**config.mk**
```make
export PLATFORM = sky130hd
export DESIGN_NAME = mem_port_arbiter_flat
export DESIGN_NICKNAME = d
export VERILOG_FILES = /design/src/rtl/riscv_mem_pkg.sv /design/src/rtl/mem_port_arbiter_if.sv /design/src/rtl/mem_port_arbiter_rr_pick2.sv /design/src/rtl/mem_port_arbiter.sv /design/src/flat_wrapper.sv
export SDC_FILE = /design/constraint.sdc
export NUM_CORES = 1
export LEC_CHECK = 0
export CAP_MARGIN = 20
export CELL_PAD_IN_SITES_DETAIL_PLACEMENT = 1
export CELL_PAD_IN_SITES_GLOBAL_PLACEMENT = 2
export CORE_MARGIN = 8
export CORE_UTILIZATION = 21
export CTS_BUF_LIST = sky130_fd_sc_hd__clkbuf_4 sky130_fd_sc_hd__clkbuf_8 sky130_fd_sc_hd__clkbuf_16
export CTS_CLUSTER_SIZE = 30
export DETAILED_ROUTE_END_ITERATION = 6
export PLACE_DENSITY_LB_ADDON = 0.05
export SLEW_MARGIN = 10
export SYNTH_ARGS = -nofsm -noshare
export SYNTH_HDL_FRONTEND = slang
export SYNTH_SLANG_ARGS = --single-unit
```
**constraint.sdc**
```tcl
create_clock -name clock -period 1.6 [get_ports clock]
set_clock_uncertainty 0.05 [all_clocks]
set_input_delay 0.32 -clock clock [delete_from_list [all_inputs] [get_ports clock]]
set_output_delay 0.32 -clock clock [all_outputs]
set_load 0.01 [all_outputs]
```
**src/rtl/riscv_mem_pkg.sv**
```systemverilog
// Shared definitions for the unified memory port arbiter.
// Contents: FSM state encoding, grant identifiers, default bus widths.
package riscv_mem_pkg;

  localparam int unsigned DEFAULT_ADDR_WIDTH = 32;
  localparam int unsigned DEFAULT_DATA_WIDTH = 32;

  typedef enum logic [1:0] {
    IDLE    = 2'd0,
    BUSY_IF = 2'd1,
    BUSY_D  = 2'd2
  } arb_state_e;

  typedef enum logic {
    GNT_IF = 1'b0,
    GNT_D  = 1'b1
  } grant_e;

endpackage

```
**src/rtl/mem_port_arbiter_if.sv**
```systemverilog
// Bundle of the requester-side and memory-side handshake signals of the
// arbiter.
// Modports:
//   slave  - arbiter view: takes fetch/data requests and memory responses,
//            drives completions, read data, memory request and stall.
//   master - environment view (datapath plus memory model), the mirror image.
interface mem_port_arbiter_if
  import riscv_mem_pkg::*;
#(
  parameter int unsigned ADDR_WIDTH = DEFAULT_ADDR_WIDTH,
  parameter int unsigned DATA_WIDTH = DEFAULT_DATA_WIDTH
) ();

  logic                  if_req;
  logic [ADDR_WIDTH-1:0] if_addr;
  logic [DATA_WIDTH-1:0] if_rdata;
  logic                  if_done;
  logic                  d_req;
  logic                  d_we;
  logic [ADDR_WIDTH-1:0] d_addr;
  logic [DATA_WIDTH-1:0] d_wdata;
  logic [DATA_WIDTH-1:0] d_rdata;
  logic                  d_done;
  logic                  mem_req;
  logic                  mem_we;
  logic [ADDR_WIDTH-1:0] mem_addr;
  logic [DATA_WIDTH-1:0] mem_wdata;
  logic [DATA_WIDTH-1:0] mem_rdata;
  logic                  mem_ready;
  logic                  stall;

  modport slave (
    input  if_req, if_addr, d_req, d_we, d_addr, d_wdata, mem_rdata, mem_ready,
    output if_rdata, if_done, d_rdata, d_done, mem_req, mem_we, mem_addr, mem_wdata, stall
  );

  modport master (
    output if_req, if_addr, d_req, d_we, d_addr, d_wdata, mem_rdata, mem_ready,
    input  if_rdata, if_done, d_rdata, d_done, mem_req, mem_we, mem_addr, mem_wdata, stall
  );

endinterface

```
**src/rtl/mem_port_arbiter_rr_pick2.sv**
```systemverilog
// Combinational two-way round-robin picker.
// Ports:
//   eligible[1:0] - bit GNT_IF / GNT_D set when that requester may be granted
//   last_grant    - requester granted most recently
//   grant_valid   - at least one requester is eligible
//   grant_id      - chosen requester (don't care when grant_valid is low)
module rr_pick2
  import riscv_mem_pkg::*;
(
  input  logic [1:0] eligible,
  input  grant_e     last_grant,
  output logic       grant_valid,
  output grant_e     grant_id
);

  always_comb begin
    grant_valid = |eligible;
    grant_id    = GNT_IF;
    unique case (eligible)
      2'b01:   grant_id = GNT_IF;
      2'b10:   grant_id = GNT_D;
      // Tie: favour whoever did not win last time.
      2'b11:   grant_id = (last_grant == GNT_IF) ? GNT_D : GNT_IF;
      default: grant_id = GNT_IF;
    endcase
  end

endmodule

```
**src/rtl/mem_port_arbiter.sv**
```systemverilog
// Shares one memory port between instruction fetch and load/store.
// Grants one transaction at a time, drives the memory handshake from
// registers, returns read data to the winner and pulses its done for one
// cycle. stall is high while any request is still awaiting its done.
// Ports:
//   clock - rising-edge clock
//   reset - synchronous, active-high
//   bus   - requester and memory signals (slave modport of mem_port_arbiter_if)
module mem_port_arbiter
  import riscv_mem_pkg::*;
#(
  parameter int unsigned ADDR_WIDTH = DEFAULT_ADDR_WIDTH,
  parameter int unsigned DATA_WIDTH = DEFAULT_DATA_WIDTH
) (
  input logic                clock,
  input logic                reset,
  mem_port_arbiter_if.slave  bus
);

  arb_state_e            state_q, state_d;
  grant_e                last_grant_q, last_grant_d;
  logic                  mem_req_q, mem_req_d;
  logic                  mem_we_q, mem_we_d;
  logic [ADDR_WIDTH-1:0] mem_addr_q, mem_addr_d;
  logic [DATA_WIDTH-1:0] mem_wdata_q, mem_wdata_d;
  logic [DATA_WIDTH-1:0] if_rdata_q, if_rdata_d;
  logic [DATA_WIDTH-1:0] d_rdata_q, d_rdata_d;
  logic                  if_done_q, if_done_d;
  logic                  d_done_q, d_done_d;

  logic [1:0] eligible;
  logic       grant_valid;
  grant_e     grant_id;

  // A requester in its done cycle still holds req; masking it avoids a
  // second grant for the transaction that just finished.
  assign eligible[GNT_IF] = bus.if_req & ~if_done_q;
  assign eligible[GNT_D]  = bus.d_req & ~d_done_q;

  rr_pick2 u_pick (
    .eligible    (eligible),
    .last_grant  (last_grant_q),
    .grant_valid (grant_valid),
    .grant_id    (grant_id)
  );

  always_comb begin
    state_d      = state_q;
    last_grant_d = last_grant_q;
    mem_req_d    = mem_req_q;
    mem_we_d     = mem_we_q;
    mem_addr_d   = mem_addr_q;
    mem_wdata_d  = mem_wdata_q;
    if_rdata_d   = if_rdata_q;
    d_rdata_d    = d_rdata_q;
    if_done_d    = 1'b0;
    d_done_d     = 1'b0;
    unique case (state_q)
      IDLE: begin
        if (grant_valid) begin
          mem_req_d    = 1'b1;
          last_grant_d = grant_id;
          if (grant_id == GNT_D) begin
            state_d     = BUSY_D;
            mem_we_d    = bus.d_we;
            mem_addr_d  = bus.d_addr;
            mem_wdata_d = bus.d_wdata;
          end else begin
            state_d     = BUSY_IF;
            mem_we_d    = 1'b0;
            mem_addr_d  = bus.if_addr;
            mem_wdata_d = '0;
          end
        end
      end
      BUSY_IF: begin
        if (bus.mem_ready) begin
          mem_req_d  = 1'b0;
          if_rdata_d = bus.mem_rdata;
          if_done_d  = 1'b1;
          state_d    = IDLE;
        end
      end
      BUSY_D: begin
        if (bus.mem_ready) begin
          mem_req_d = 1'b0;
          if (!mem_we_q) begin
            d_rdata_d = bus.mem_rdata;
          end
          d_done_d = 1'b1;
          state_d  = IDLE;
        end
      end
      default: state_d = IDLE;
    endcase
  end

  always_ff @(posedge clock) begin
    if (reset) begin
      state_q      <= IDLE;
      last_grant_q <= GNT_IF;
      mem_req_q    <= 1'b0;
      mem_we_q     <= 1'b0;
      mem_addr_q   <= '0;
      mem_wdata_q  <= '0;
      if_rdata_q   <= '0;
      d_rdata_q    <= '0;
      if_done_q    <= 1'b0;
      d_done_q     <= 1'b0;
    end else begin
      state_q      <= state_d;
      last_grant_q <= last_grant_d;
      mem_req_q    <= mem_req_d;
      mem_we_q     <= mem_we_d;
      mem_addr_q   <= mem_addr_d;
      mem_wdata_q  <= mem_wdata_d;
      if_rdata_q   <= if_rdata_d;
      d_rdata_q    <= d_rdata_d;
      if_done_q    <= if_done_d;
      d_done_q     <= d_done_d;
    end
  end

  assign bus.mem_req   = mem_req_q;
  assign bus.mem_we    = mem_we_q;
  assign bus.mem_addr  = mem_addr_q;
  assign bus.mem_wdata = mem_wdata_q;
  assign bus.if_rdata  = if_rdata_q;
  assign bus.d_rdata   = d_rdata_q;
  assign bus.if_done   = if_done_q;
  assign bus.d_done    = d_done_q;
  assign bus.stall     = (bus.if_req & ~if_done_q) | (bus.d_req & ~d_done_q);

endmodule
```
**src/flat_wrapper.sv**
```systemverilog
// flat-port wrapper written by rule: the top's interface ports become plain ports
module mem_port_arbiter_flat import riscv_mem_pkg::*;
#(
  parameter int unsigned ADDR_WIDTH = DEFAULT_ADDR_WIDTH,
  parameter int unsigned DATA_WIDTH = DEFAULT_DATA_WIDTH
)
  (clock, reset, bus_if_req, bus_if_addr, bus_d_req, bus_d_we, bus_d_addr, bus_d_wdata, bus_mem_rdata, bus_mem_ready, bus_if_rdata, bus_if_done, bus_d_rdata, bus_d_done, bus_mem_req, bus_mem_we, bus_mem_addr, bus_mem_wdata, bus_stall);
  mem_port_arbiter_if #(.ADDR_WIDTH(ADDR_WIDTH), .DATA_WIDTH(DATA_WIDTH)) bus_i ();
  input logic clock;
  input logic reset;
  input wire logic [$bits(bus_i.if_req)-1:0] bus_if_req;
  input wire logic [$bits(bus_i.if_addr)-1:0] bus_if_addr;
  input wire logic [$bits(bus_i.d_req)-1:0] bus_d_req;
  input wire logic [$bits(bus_i.d_we)-1:0] bus_d_we;
  input wire logic [$bits(bus_i.d_addr)-1:0] bus_d_addr;
  input wire logic [$bits(bus_i.d_wdata)-1:0] bus_d_wdata;
  input wire logic [$bits(bus_i.mem_rdata)-1:0] bus_mem_rdata;
  input wire logic [$bits(bus_i.mem_ready)-1:0] bus_mem_ready;
  output wire logic [$bits(bus_i.if_rdata)-1:0] bus_if_rdata;
  output wire logic [$bits(bus_i.if_done)-1:0] bus_if_done;
  output wire logic [$bits(bus_i.d_rdata)-1:0] bus_d_rdata;
  output wire logic [$bits(bus_i.d_done)-1:0] bus_d_done;
  output wire logic [$bits(bus_i.mem_req)-1:0] bus_mem_req;
  output wire logic [$bits(bus_i.mem_we)-1:0] bus_mem_we;
  output wire logic [$bits(bus_i.mem_addr)-1:0] bus_mem_addr;
  output wire logic [$bits(bus_i.mem_wdata)-1:0] bus_mem_wdata;
  output wire logic [$bits(bus_i.stall)-1:0] bus_stall;
  assign bus_i.if_req = bus_if_req;
  assign bus_i.if_addr = bus_if_addr;
  assign bus_i.d_req = bus_d_req;
  assign bus_i.d_we = bus_d_we;
  assign bus_i.d_addr = bus_d_addr;
  assign bus_i.d_wdata = bus_d_wdata;
  assign bus_i.mem_rdata = bus_mem_rdata;
  assign bus_i.mem_ready = bus_mem_ready;
  assign bus_if_rdata = bus_i.if_rdata;
  assign bus_if_done = bus_i.if_done;
  assign bus_d_rdata = bus_i.d_rdata;
  assign bus_d_done = bus_i.d_done;
  assign bus_mem_req = bus_i.mem_req;
  assign bus_mem_we = bus_i.mem_we;
  assign bus_mem_addr = bus_i.mem_addr;
  assign bus_mem_wdata = bus_i.mem_wdata;
  assign bus_stall = bus_i.stall;
  mem_port_arbiter #(.ADDR_WIDTH(ADDR_WIDTH), .DATA_WIDTH(DATA_WIDTH)) u_core (.clock(clock), .reset(reset), .bus(bus_i));
endmodule
```
==> run summary, run 1 <==
outcome - finished clean
pre-CTS setup slack - -0.370 ns
final worst slack - 0.0725 ns
RSZ-0062 raised after global routing - true
Clock Latency Late Sink - 0.41 ns
post-synthesis sequential area ratio - 52.3%
Core Footprint - 24200 µm²
CTS tree - yes
first-pass GRT wire length - 33900 µm
critical path peak fanout - 2
Yosys top cell area share - 52.3%
share of cells above drive strength 1 - 12.6%
Max Clock Freq - 655 MHz
worst hold path type - in -> reg
clk slew on worst S/H paths - 0.06 ns
gp weighted congestion - 0.727
IO Port Bufs - 266
Die H - 173 µm
number of max-cap violations - 0
Final Hold Viols - 0
DRC Markers - 0
Root Buffer - clkbuf_16
H-Tree Level Count - 4
crit path kind - reg -> out
Reg2Reg Setup Slack - 0.08 ns
Worst Path Required - 1.23 ns
Leak - 3.80 nW
post-DR wirelength/cell - 18.5 µm
Ys Warns - 0
vias in the first global route - 5713
endpoints failing setup - 0
post-route ant nets - 0
largest area contributor in the netlist - dfxtp_1
Mapped Cells - 608
min cycle time layout - 1.53 ns
arrival time worst endpoint - 1.16 ns
syn_area_per_cell - 8.49 µm²
crit end category - output pin
Area Overhead vs Synth - 72.6%
placed inst area - 8380 µm²
Syn Nets - 745
Final Util - 36.8%
final instance area - 8910 µm²
full die area - 29900 µm²
Die Width - 173 µm
row count - 57
1st-iter DRT viols - 223
FF+latch count, synth - 135
CP startpoint kind - flop
distinct cell type count after synthesis - 30
Sink Count - 135
nets - 1016
ratio of final minimum period to clock period - 95.5%
Ports - 267
Power Density - 1140 nW/µm²
Post-CTS Hold Buffers - 0
overall routing resource usage - 14.5%
Total Wirelength - 22500 µm
Rel. slew slack - 79.7%
max-slew violation count - 0
maximum vdd drop - 594 µV
Vias/cell - 4.34
Via Count - 5288
total CTS buffers - 17
HPWL after detailed placement - 16100 µm
Pre-antenna DRT Iters - 4
total grt overflow - 0
Synth area leaders - dfxtp_1, nand2_1, a21oi_1
CTS Buffer Depth - 2
largest net degree at the start of global routing - 49
initial antenna violation count - 2
Slew @ Worst Pin - 0.304 ns
Power Total - 10.2 mW
initial cell density of the core - 21.3%
hold slack - 0.197 ns
Cell Area, Synth - 5160 µm²
## final timing paths
kind / start / endpoint / depth (start not counted)
setup / recovery: u_core.bus.d_done / bus_stall / 3
hold / removal: reset / u_core.bus.mem_addr[9] / 2
setup reg to reg: u_core.bus.if_done / u_core.bus.mem_wdata[29] / 7
hold reg to reg: u_core.bus.if_rdata[5] / u_core.bus.if_rdata[5] / 2
## cell usage in the layout, fill, tap and decap left out, types with 3 or more instances in the layout
cell type,netlist,routed
dlygate4sd2_1,0,131
clkinv_2,0,3
a211oi_2,29,29
nand2b_1,5,4
dfxtp_1,135,134
buf_12,0,12
clkbuf_16,0,20
a21oi_1,100,100
a22oi_1,33,33
a211oi_1,3,3
inv_6,0,4
clkdlybuf4s50_1,0,132
clkinvlp_4,0,5
nand2_1,164,164
nor2_1,69,68
buf_4,8,21
## final cells by class
class | instances | area [µm²]
antenna | 2 | 5.00
clock buffer | 18 | 439
clock inverter | 14 | 148
fill | 2818 | 15300
inverter | 3 | 13.8
multi-input combinational | 421 | 2240
sequential | 135 | 2700
tap | 324 | 405
timing repair buffer | 301 | 2960
## metrics by stage
stage | TNS [ns] | instances
2_1_floorplan | 0 | 608
3_3_place_gp | -20.50 | 1179
3_5_place_dp | -24.33 | 1179
4_1_cts | 0 | 1211
5_1_grt | -0.0268 | 1218
6_report | 0 | 1218
## timing repair
| item | CTS | global route |
|---|---|---|
| pin swaps | 0 | 1 |
| gates cloned | 0 | 3 |
| setup endpoints to repair | 152 | 78 |
| resized for setup | 137 | 7 |
| setup buffers | 0 | 2 |
## worst max-delay path, stage by stage (launching register included)
cell and delay [ns]:
dfxtp_1 0.32, nand2b_2 0.18, nand2_1 0.08, buf_2 0.16
## routing by layer
layer | vias up | global-route usage [%] | part of all wire, %
li1 | 2586 | - | -
met1 | 2531 | 16.4 | 42
met2 | 159 | 24.5 | 49
met3 | 12 | 5.97 | 7.3
met4 | 0 | 4.38 | 1.2
met5 | - | 0 | 0
## synth_stat cells (all sizes together)
cell type / count
a22oi: 33
nand2b: 6
and2: 1
clkbuf: 20
nand3: 1
o31a: 1
a211oi: 32
inv: 3
o21bai: 1
or2: 1
nor3: 1
and3b: 1
nor2b: 2
o21ai: 1
o31ai: 1
nor2: 70
nand2: 164
a21oi: 101
nand4: 1
dfxtp: 135
ha: 3
buf: 29
## sequential cells by signal (all words and copies together), names as in the netlist
signal	count
u_core.bus.mem_req	1
u_core.bus.mem_wdata	32
u_core.bus.d_rdata	32
u_core.bus.d_done	1
u_core.bus.mem_addr	32
u_core.bus.if_done	1
u_core.bus.mem_we	1
u_core.state_q	2
u_core.last_grant_q	1
u_core.bus.if_rdata	32
## cells by family after synthesis
| family | after synthesis | share of synthesized area (%) |
|---|---|---|
| flops | 135 | 52.3 |
| fa+ha+maj | 3 | 0.727 |
| buf+inv | 52 | 4.85 |
| simple gates | 248 | 19.2 |
| compound gates | 170 | 22.9 |
## power breakdown
part           internal (mW)  total, mW  switching, mW
Clock                   2.35       3.92           1.57
Sequential              3.67       3.82          0.149
Combinational           1.17       2.44           1.26
(Power assumes the default switching activity.)
==> run 2: changes to the inputs <==
--- a/config.mk
+++ b/config.mk
@@ -5,10 +5,10 @@
 export SDC_FILE = /design/constraint.sdc
 export NUM_CORES = 1
 export LEC_CHECK = 0
+export ABC_AREA = 1
 export CAP_MARGIN = 20
 export CELL_PAD_IN_SITES_DETAIL_PLACEMENT = 1
 export CELL_PAD_IN_SITES_GLOBAL_PLACEMENT = 2
-export CORE_MARGIN = 8
 export CORE_UTILIZATION = 21
 export CTS_BUF_LIST = sky130_fd_sc_hd__clkbuf_4 sky130_fd_sc_hd__clkbuf_8 sky130_fd_sc_hd__clkbuf_16
 export CTS_CLUSTER_SIZE = 30
==> run 2 against run 1 <==
  * Critical path depth is 1 higher
  * Global-route usage is 1.1 points higher
  * Wire length is 9.7% lower
  * Register-to-register slack better by 0.08 ns
  * Non-clock buffer count is 2 lower
  * Sequential cell count stayed put
  * Critical endpoint unchanged
  * Highest routed layer unchanged
==> run summary, run 2 <==
outcome - finished clean
min-delay src - reset
Critical Path, Cell by Cell - clkdlybuf4s50_1 > nand2_1 > nand2_2 > buf_2
most common cell after layout, fill and taps aside - nand2_1
initial cell density of the core - 21.4%
FF+latch count, synth - 135
IO Port Bufs - 266
distinct cell type count after synthesis - 21
share of cells above drive strength 1 - 7.62%
post-DR wirelength/cell - 15.0 µm
endpoints failing setup - 0
Syn Nets - 879
most numerous cell in the Yosys netlist - nand2_1
Root Buffer - clkbuf_16
crit end category - output pin
Pre-antenna DRT Iters - 5
nets - 1148
max-slew violation count - 0
CP startpoint kind - input port
reg2reg end - u_core.bus.mem_wdata[28]
full die area - 26300 µm²
Ports - 267
HPWL after detailed placement - 14200 µm
post-synthesis sequential area ratio - 50.2%
critical path peak fanout - 2
Reg2Reg Setup Slack - 0.16 ns
total grt overflow - 0
gp weighted congestion - 0.714
ratio of final minimum period to clock period - 94.1%
Worst Path Required - 1.23 ns
overall routing resource usage - 15.6%
Clock Latency Late Sink - 0.41 ns
Synth top cells by count - nand2_1, dfxtp_1, nor2_1
Core Footprint - 25200 µm²
Rel. slew slack - 75.6%
Power Total - 10.5 mW
Leak - 4.38 nW
number of max-cap violations - 0
Mapped Cells - 742
Die Width - 162 µm
number of flops mapped to enable cells by yosys - 0
setup tns final - 0 ns
Ys Warns - 0
Total Wirelength - 20300 µm
CTS Buffer Depth - 2
Yosys top cell area share - 50.2%
Worst R2R Start - u_core.state_q[0]
post-route ant nets - 0
Slew @ Worst Pin - 0.366 ns
total CTS buffers - 17
Diodes inserted - 0
Max Clock Freq - 664 MHz
largest area contributor in the netlist - dfxtp_1
DRC Markers - 0
min cycle time layout - 1.51 ns
ys flop type - dfxtp_1
Filler cells - 3060
row count - 58
Die H - 162 µm
Via Count - 5602
vias in the first global route - 5648
1st-iter DRT viols - 269
first-pass GRT wire length - 31700 µm
Vias/cell - 4.14
Power Density - 1170 nW/µm²
clk slew on worst S/H paths - 0.06 ns
hold path cells - 4
Synth area leaders - dfxtp_1, nand2_1, nor2_1
Storage cell area - 2700 µm²
area occupied by multi-input gates - 2130 µm²
Area Overhead vs Synth - 67.2%
worst reg-to-reg path cell count - 8
Hold Path End - u_core.bus.mem_req
Slowest-stage cell, CP - clkdlybuf4s50_1
highest-count cells in the layout ignoring fill and taps - nand2_1, dfxtp_1, clkdlybuf4s50_1, dlygate4sd2_1, nor2_1
maximum vdd drop - 569 µV
crit path kind - in -> out
largest net degree at the start of global routing - 71
H-Tree Level Count - 4
Largest stage delay, worst path - 0.49 ns
CTS tree - yes
Post-CTS Hold Buffers - 0
Final Hold Viols - 0
Cell Area, Synth - 5390 µm²
arrival time worst endpoint - 1.14 ns
FFs w/ async S/R, synth - 0%
Sink Count - 135
worst hold path type - in -> reg
syn_area_per_cell - 7.26 µm²
RSZ-0062 raised after global routing - false
initial antenna violation count - 0
-- run 2: changes by cell type after synthesis, moves of 8 or more --
cell	change
inv_1	+71
nand3_1	+65
nor2_1	+62
o21ai_0	+56
a22oi_1	-33
a21oi_1	-32
a211oi_2	-29
nand2_1	-25
o21ai_1	+8
-- run 2: logic make-up after synthesis --
logic type	Yosys count	synth area share (%)
compound gates	133	12.4
fa+ha+maj	3	0.697
buf+inv	126	10.4
flops	135	50.2
simple gates	345	26.3
-- run 2: worst max-delay path: cells and delay by family --
kind	cells	cell delay (ns)
buffers and inverters	2	0.64
AND/OR/NAND/NOR	2	0.17
-- run 2: repair_timing --
action,CTS,global route
buffers inserted,0,0
setup endpoints to repair,133,7
resized for setup,136,1
cloned,0,0
-- run 2: worst max path at each step --
stage	startpoint	end	slack [ns]	cells after the start
floorplan	u_core.state_q[0]	u_core.bus.mem_wdata[23]	0.31	7
global placement	bus_if_req	bus_stall	-0.34	4
detailed placement	bus_if_req	bus_stall	-0.36	4
CTS	u_core.bus.if_done	bus_stall	0.04	4
global route	u_core.bus.if_done	bus_stall	0.008	4
finish	bus_if_req	bus_stall	0.09	4
-- run 2: per-stage QoR --
step	instances	instance area, µm²	setup slack (ns)	util (%)	hold slack [ns]
detailed placement	1322	8550	-0.357	33.9	0.407
CTS	1353	9000	0.0439	35.7	0.191
finish	1353	9000	0.0937	35.8	0.205
global route	1353	9000	0.00806	35.8	0.222
floorplan	742	5390	0.314	-	0.402
global placement	1322	8550	-0.343	33.9	0.403
-- run 2: area by class of cell --
type                            instances  area share, %
Timing Repair Buffer                  299           31.6
Sequential cell                       135           30.0
Multi-Input combinational cell        481           23.6
Clock buffer                           18           4.81
Tap cell                              330           4.59
Inverter                               77           3.21
Clock inverter                         13           2.14
-- run 2: where the power goes --
group / total, mW / internal, mW / switching, mW
registers: 3.88 / 3.72 / 0.159
logic: 2.40 / 1.13 / 1.27
clock network: 4.27 / 2.65 / 1.62
total: 10.5 / 7.50 / 3.05
-- run 2: layer usage --
layer | wire (µm) | track usage, % | up-vias
li1 | - | - | 2877
met1 | 9050 | 18.8 | 2559
met2 | 9550 | 25.9 | 156
met3 | 1540 | 5.44 | 10
met4 | 197 | 4.63 | 0
met5 | 0 | 0 | -
==> run 3: changes to the inputs <==
--- a/config.mk
+++ b/config.mk
@@ -6,6 +6,7 @@
 export NUM_CORES = 1
 export LEC_CHECK = 0
 export ABC_AREA = 1
+export ABC_CLOCK_PERIOD_IN_PS = 1600
 export CAP_MARGIN = 20
 export CELL_PAD_IN_SITES_DETAIL_PLACEMENT = 1
 export CELL_PAD_IN_SITES_GLOBAL_PLACEMENT = 2
@@ -14,7 +15,7 @@
 export CTS_CLUSTER_SIZE = 30
 export DETAILED_ROUTE_END_ITERATION = 6
 export PLACE_DENSITY_LB_ADDON = 0.05
-export SLEW_MARGIN = 10
+export SLEW_MARGIN = 20
 export SYNTH_ARGS = -nofsm -noshare
 export SYNTH_HDL_FRONTEND = slang
 export SYNTH_SLANG_ARGS = --single-unit
==> results of run 3 <==
Same layout as run 2: the final DEF is identical, and so are final timing and power.
